$ cat src/rtl/prog_loader.sv
// Streams instruction words into the instruction RAM and then releases the processor to run from PC 0.
// Optional feature: define PROG_LOADER_CHECKSUM_EN to treat the last beat as a sum-of-words checksum.
module prog_loader #(
  parameter int ADDR_W    = 9,
  parameter int DATA_W    = 32,
  parameter int BASE_ADDR = 0
) (
  input  logic              clock,
  input  logic              reset,
  input  logic              start,
  input  logic              halt,
  input  logic              s_valid,
  output logic              s_ready,
  input  logic [DATA_W-1:0] s_data,
  input  logic              s_last,
  output logic [ADDR_W-1:0] addr,
  output logic              wr,
  output logic [DATA_W-1:0] wdata,
  output logic              working,
  output logic [ADDR_W:0]   count,
  output logic [1:0]        err
);

  typedef enum logic [2:0] {IDLE, LOAD, FLUSH, RUN, ERROR} loaderState_t;

  localparam logic [ADDR_W-1:0] BASE      = ADDR_W'(BASE_ADDR);
  localparam logic [ADDR_W:0]   COUNT_MAX = {1'b1, {ADDR_W{1'b0}}};
  localparam logic [ADDR_W:0]   LAST_SLOT = {1'b0, {ADDR_W{1'b1}}};

  loaderState_t state;
  logic         accept;
  logic         csumBeat;
  logic         csumOk;

  assign accept = s_valid && s_ready;

  function automatic logic [ADDR_W:0] satInc(input logic [ADDR_W:0] c);
    return (c == COUNT_MAX) ? c : c + (ADDR_W+1)'(1);
  endfunction

`ifdef PROG_LOADER_CHECKSUM_EN
  logic [DATA_W-1:0] csum;

  assign csumBeat = s_last;
  assign csumOk   = (s_data == csum);

  always_ff @(posedge clock or posedge reset) begin
    if (reset) begin
      csum <= '0;
    end else if ((state == IDLE || state == ERROR) && start) begin
      csum <= '0;
    end else if (state == LOAD && !halt && accept && !s_last) begin
      csum <= csum + s_data;
    end
  end
`else
  assign csumBeat = 1'b0;
  assign csumOk   = 1'b1;
`endif

  always_ff @(posedge clock or posedge reset) begin
    if (reset) begin
      state   <= IDLE;
      s_ready <= 1'b0;
      addr    <= '0;
      wr      <= 1'b0;
      wdata   <= '0;
      working <= 1'b0;
      count   <= '0;
      err     <= '0;
    end else begin
      wr <= 1'b0;
      case (state)
        IDLE, ERROR: begin
          working <= 1'b0;
          if (start) begin
            state   <= LOAD;
            s_ready <= 1'b1;
            count   <= '0;
            err     <= '0;
          end
        end
        LOAD: begin
          // halt outranks any beat presented in the same cycle, including the last one
          if (halt) begin
            state   <= IDLE;
            s_ready <= 1'b0;
          end else if (accept) begin
            if (csumBeat) begin
              s_ready <= 1'b0;
              if (csumOk) begin
                state <= FLUSH;
              end else begin
                err[1] <= 1'b1;
                state  <= ERROR;
              end
            end else begin
              addr  <= BASE + count[ADDR_W-1:0];
              wdata <= s_data;
              wr    <= 1'b1;
              count <= satInc(count);
              if (s_last) begin
                state   <= FLUSH;
                s_ready <= 1'b0;
              end else if (count == LAST_SLOT) begin
                err[0]  <= 1'b1;
                state   <= ERROR;
                s_ready <= 1'b0;
              end
            end
          end
        end
        FLUSH: begin
          addr  <= BASE;
          state <= RUN;
        end
        RUN: begin
          addr <= BASE;
          if (halt) begin
            state   <= IDLE;
            working <= 1'b0;
          end else begin
            working <= 1'b1;
          end
        end
        default: state <= IDLE;
      endcase
    end
  end

endmodule
$ cat config.mk
export PLATFORM = sky130hd
export DESIGN_NAME = prog_loader
export DESIGN_NICKNAME = d
export VERILOG_FILES = /design/src/rtl/prog_loader.sv
export SDC_FILE = /design/constraint.sdc
export NUM_CORES = 1
export LEC_CHECK = 0
export ABC_AREA = 0
export BUFFER_PORTS_ARGS = -buffer_cell sky130_fd_sc_hd__buf_2
export CORE_ASPECT_RATIO = 1.1
export CORE_MARGIN = 2
export CORE_UTILIZATION = 53
export CTS_CLUSTER_SIZE = 24
export DETAILED_ROUTE_END_ITERATION = 8
export PLACE_DENSITY = 0.85
export SLEW_MARGIN = 10
export SYNTH_ARGS = -nofsm -noshare
export SYNTH_HDL_FRONTEND = slang
export SYNTH_SLANG_ARGS = --single-unit
$ cat constraint.sdc
create_clock -name clock -period 3.3 [get_ports clock]
set_input_delay 0 -clock clock [delete_from_list [all_inputs] [get_ports clock]]
set_output_delay 0 -clock clock [all_outputs]
set_load 0.01 [all_outputs]
==> qor.log <==
INFO  run_status     outcome=finished clean
INFO  drt            vias=2,158
INFO  setup_path     critical_path_required=3.54ns
INFO  synthesis      synth.mux.area_fraction=0.163
INFO  sta            finalSetupTns=0ns
INFO  grt            antenna_violations_before_repair=0
INFO  synthesis      synthesis.area=2570µm²
INFO  setup_path     r2r_slack=1.28ns
INFO  pwr            power.density_cell_area=775nW/µm²
INFO  sta            relSlewSlack=0.269
INFO  place          dpl-instance-area=3050µm²
INFO  pwr            cellLeakagePower=0.00174µW
INFO  setup_path     timing.critical_path.from_type=flip-flop
INFO  grt            grt_pass1_wl=10,800µm
INFO  finish         area_growth_synth_to_finish=39.2%
INFO  sta            final_hold_viol_count=0
INFO  synthesis      synth_fa_ha_area_frac=0.00972
INFO  sta            maxSlewViolCount=0
INFO  finish         diodes=0
INFO  die            number_of_primary_i_o_pins=94
INFO  drt            drt-initial-drc-count=161
INFO  drt            route.detailed.wl_per_inst=16.5µm
INFO  synthesis      synth_xor_area_frac=0.00340
INFO  sta            final_period_minus_worst_setup_slack=2.02ns
INFO  sta            max_slew.worst_pin.slew=1.09ns
INFO  cts            clock_insertion_delay_at_the_later_pin_of_the_skew_report=0.33ns
INFO  synthesis      yosysWarnings=0
INFO  drt            detail_route.vias_per_cell=5.37
INFO  finish         design_area=3580µm²
INFO  cts            clock_tree.buffer_depth=2
INFO  synthesis      synthesis.nets=256
INFO  finish         most_common_library_cell_in_the_layout_ignoring_fill_and_taps=sky130_fd_sc_hd__buf_2
INFO  setup_path     critPathKind=reg -> reg
INFO  grt            globalRouteTotalUtil=0.258
INFO  die            placementRows=26
INFO  finish         layout-drive-gt1-share=0.431
INFO  pwr            vdd.ir_drop.worst=0.535mV
INFO  synthesis      synth_compound_gate_area_share=0.0909
INFO  synthesis      synth_top_family_by_area=multiplexers
INFO  synthesis      yosys_register_bits=58
INFO  setup_path     slowest_stage_cell_cp=sky130_fd_sc_hd__or4b_4
INFO  setup_path     worst_reg2reg_path_length_in_cells=6
INFO  die            die_w=70.4µm
INFO  die            fp.dieArea=5430µm²
INFO  cts            cts_root_buffer=sky130_fd_sc_hd__clkbuf_8
INFO  cts            cts.sink_count=58
INFO  die            dieHeight=77.1µm
INFO  setup_path     cp_top_family=compound AO/OA/AOI/OAI gates
INFO  cts            total_cts_buffers=9
INFO  setup_path     critPathCapture=count[0]
INFO  setup_path     cp.depth=6
INFO  grt            grt_start_max_net_pins=39
INFO  synthesis      yosysSeqAreaShare=0.564
INFO  worst_hold_path hold_class=in -> reg
INFO  synthesis      post_synthesis_area_per_instance=11.9µm²
INFO  setup_path     worstPathArrival=2.26ns
INFO  setup_path     capturing_point_of_the_worst_reg2reg_path=count[0]
INFO  setup_path     type_of_destination_of_the_critical_path=flip-flop
INFO  cts            worst_setup_hold_path_clk_slew=0.06ns
INFO  die            fp.coreArea=4650µm²
INFO  setup_path     critical_path.startpoint=count[0]
INFO  setup_path     path_buf_inv=1
INFO  place          port_buffers=92
INFO  setup_path     r2r-start=count[0]
INFO  drt            remaining_drcs=0
INFO  sta            fin_crit_sh=0.613
INFO  setup_path     critPathMaxFanout=7
INFO  place          detailed_place_hpwl=3900µm
INFO  synthesis      syn-instance-count=216
INFO  place          routabilityCongestion=0.797
INFO  die            initial_utilization=0.553
INFO  drt            ant_nets=0
INFO  grt            overflow=0
INFO  drt            route.final.wire_length=6630µm
INFO  synthesis      post_synth_num_cell_types=44
INFO  synthesis      basic_gate_share_of_the_synthesized_area_counting_and_or_nand_and_nor_cells=0.130
INFO  finish         final_cell_mix=92 x sky130_fd_sc_hd__buf_2, 58 x sky130_fd_sc_hd__dfrtp_1, 34 x sky130_fd_sc_hd__dlygate4sd3_1
INFO  sta            timing.final.setup_violations=0
INFO  cts            cts_tree=yes
INFO  drt            drt_pass1_iterations=4
INFO  cts            cts.repair_timing.setup_buffer_count=0
INFO  sta            rsz0062_at_grt=no
INFO  setup_path     critical_path.max_stage_delay=0.46ns
INFO  setup_path     critical_path.cell_chain=inv_1, ha_1, or4b_4, o41ai_4, a21oi_1, o21ai_0
INFO  sta            timing.clock.skew=0.00362ns
INFO  finish         fillCellCount=299
INFO  finish         design.final.nets=383
INFO  run            timing.max_cap.violations=0
INFO  sta            timing.final.ws_setup=1.28ns
INFO  place          place_ws=1.31ns
INFO  cts            h_tree_depth_reported_by_cts=3
INFO  sta            fmax=0.494GHz
INFO  grt            vias_in_the_first_global_route=2,113
## registers in the layout, indices dropped and copies added (netlist names)
| register | cells |
|---|---|
| s_ready | 1 |
| wdata | 32 |
| wr | 1 |
| working | 1 |
| state | 3 |
| addr | 9 |
| err | 1 |
| count | 10 |
## worst min-delay path, cell delays in order
cell and delay (ns):
sky130_fd_sc_hd__buf_2 0.09, sky130_fd_sc_hd__nor2_1 0.04, sky130_fd_sc_hd__a2bb2oi_1 0.14, sky130_fd_sc_hd__nor2_1 0.05
## area by class of cell
cell class	instances	area (µm²)	share of cell area
flip-flops and latches	58	1450	0.405
multi-input cells	139	1030	0.287
repair buffers	128	816	0.228
clock buffers	11	151	0.0422
well taps	56	70.1	0.0196
clock inverters	3	40.0	0.0112
inverters	7	26.3	0.00733
## per-layer routing
metal  up-vias  track usage  part of all wire
met3        16       0.0565             0.068
met4         0       0.0942             0.023
met2       107        0.420              0.48
met1      1022        0.338              0.43
met5         -            0                 0
li1       1013            -                 -
## kinds of logic (layout without fill, tap and decap cells)
group,count (synthesis),after routing
AO/OA/AOI/OAI,34,34
multiplexers,38,38
adder cells (fa/ha/maj),2,2
buffers and inverters,19,149
other,1,1
AND/OR/NAND/NOR,63,63
XOR/XNOR,1,1
flip-flops,58,58
## cell usage after synthesis
library cell                count  area share
sky130_fd_sc_hd__a211oi_1       3      0.0087
sky130_fd_sc_hd__a21o_1         1      0.0029
sky130_fd_sc_hd__a21oi_1        5      0.0097
sky130_fd_sc_hd__a2bb2oi_1      1      0.0034
sky130_fd_sc_hd__a31o_2         1      0.0034
sky130_fd_sc_hd__a31oi_1        1      0.0024
sky130_fd_sc_hd__a32o_1         1      0.0039
sky130_fd_sc_hd__a41o_1         1      0.0039
sky130_fd_sc_hd__a41oi_1        1      0.0034
sky130_fd_sc_hd__and3_1         1      0.0024
sky130_fd_sc_hd__and3b_1        1      0.0034
sky130_fd_sc_hd__and4_2         1      0.0039
sky130_fd_sc_hd__and4b_1        1      0.0039
sky130_fd_sc_hd__buf_2          1      0.0019
sky130_fd_sc_hd__buf_4          6       0.017
sky130_fd_sc_hd__clkbuf_1       4      0.0058
sky130_fd_sc_hd__clkbuf_2       1      0.0019
sky130_fd_sc_hd__conb_1         1      0.0015
sky130_fd_sc_hd__dfrtp_1       58        0.56
sky130_fd_sc_hd__ha_1           2      0.0097
sky130_fd_sc_hd__inv_1          7       0.010
sky130_fd_sc_hd__mux2_2        32        0.14
sky130_fd_sc_hd__mux2i_1        6       0.023
sky130_fd_sc_hd__nand2_1       27       0.039
sky130_fd_sc_hd__nand2b_1       6       0.015
sky130_fd_sc_hd__nand2b_2       1      0.0034
sky130_fd_sc_hd__nand3_1        3      0.0058
sky130_fd_sc_hd__nand4_1        4      0.0097
sky130_fd_sc_hd__nor2_1         7       0.010
sky130_fd_sc_hd__nor2b_1        1      0.0024
sky130_fd_sc_hd__nor3b_1        1      0.0029
sky130_fd_sc_hd__nor4_1         3      0.0073
sky130_fd_sc_hd__o21a_1         1      0.0029
sky130_fd_sc_hd__o21ai_0       14       0.027
sky130_fd_sc_hd__o21bai_1       1      0.0029
sky130_fd_sc_hd__o22ai_1        1      0.0024
sky130_fd_sc_hd__o31ai_1        1      0.0029
sky130_fd_sc_hd__o41ai_4        1       0.011
sky130_fd_sc_hd__or2_2          1      0.0024
sky130_fd_sc_hd__or3b_1         1      0.0034
sky130_fd_sc_hd__or3b_2         1      0.0034
sky130_fd_sc_hd__or4_1          2      0.0058
sky130_fd_sc_hd__or4b_4         1      0.0053
sky130_fd_sc_hd__xor2_1         1      0.0034
## where the power goes
group / switching, µW / internal, µW / leakage, µW
sequential: 170 / 956 / 0.000742
combinational: 546 / 466 / 0.000899
clock: 261 / 378 / 0.000101
total: 977 / 1800 / 0.00174
## worst min-delay path by stage
| stage | from | to | slack [ns] | cells past startpoint |
|---|---|---|---|---|
| floorplan | halt | state[1] | 0.1 | 1 |
| finish | start | state[2] | 0.03 | 4 |
| global placement | reset | wdata[30] | 0.18 | 2 |
| detailed placement | reset | wdata[27] | 0.18 | 2 |
| global route | start | state[2] | 0.06 | 4 |
| CTS | s_valid | s_ready | 0.03 | 3 |
## timing repair
item,in CTS,in global routing
gates resized for setup,0,0
endpoints found under the hold margin,70,0
hold buffers,34,0
## stage by stage
step | util | cells | power [µW] | hold slack [ns]
floorplan | - | 216 | 1730 | 0.0974
global placement | 0.656 | 354 | 2040 | 0.181
detailed placement | 0.656 | 354 | 2080 | 0.182
CTS | 0.770 | 402 | 2750 | 0.0277
global route | 0.770 | 402 | 2940 | 0.0553
finish | 0.770 | 402 | 2780 | 0.0302
(Power assumes the default switching activity.)
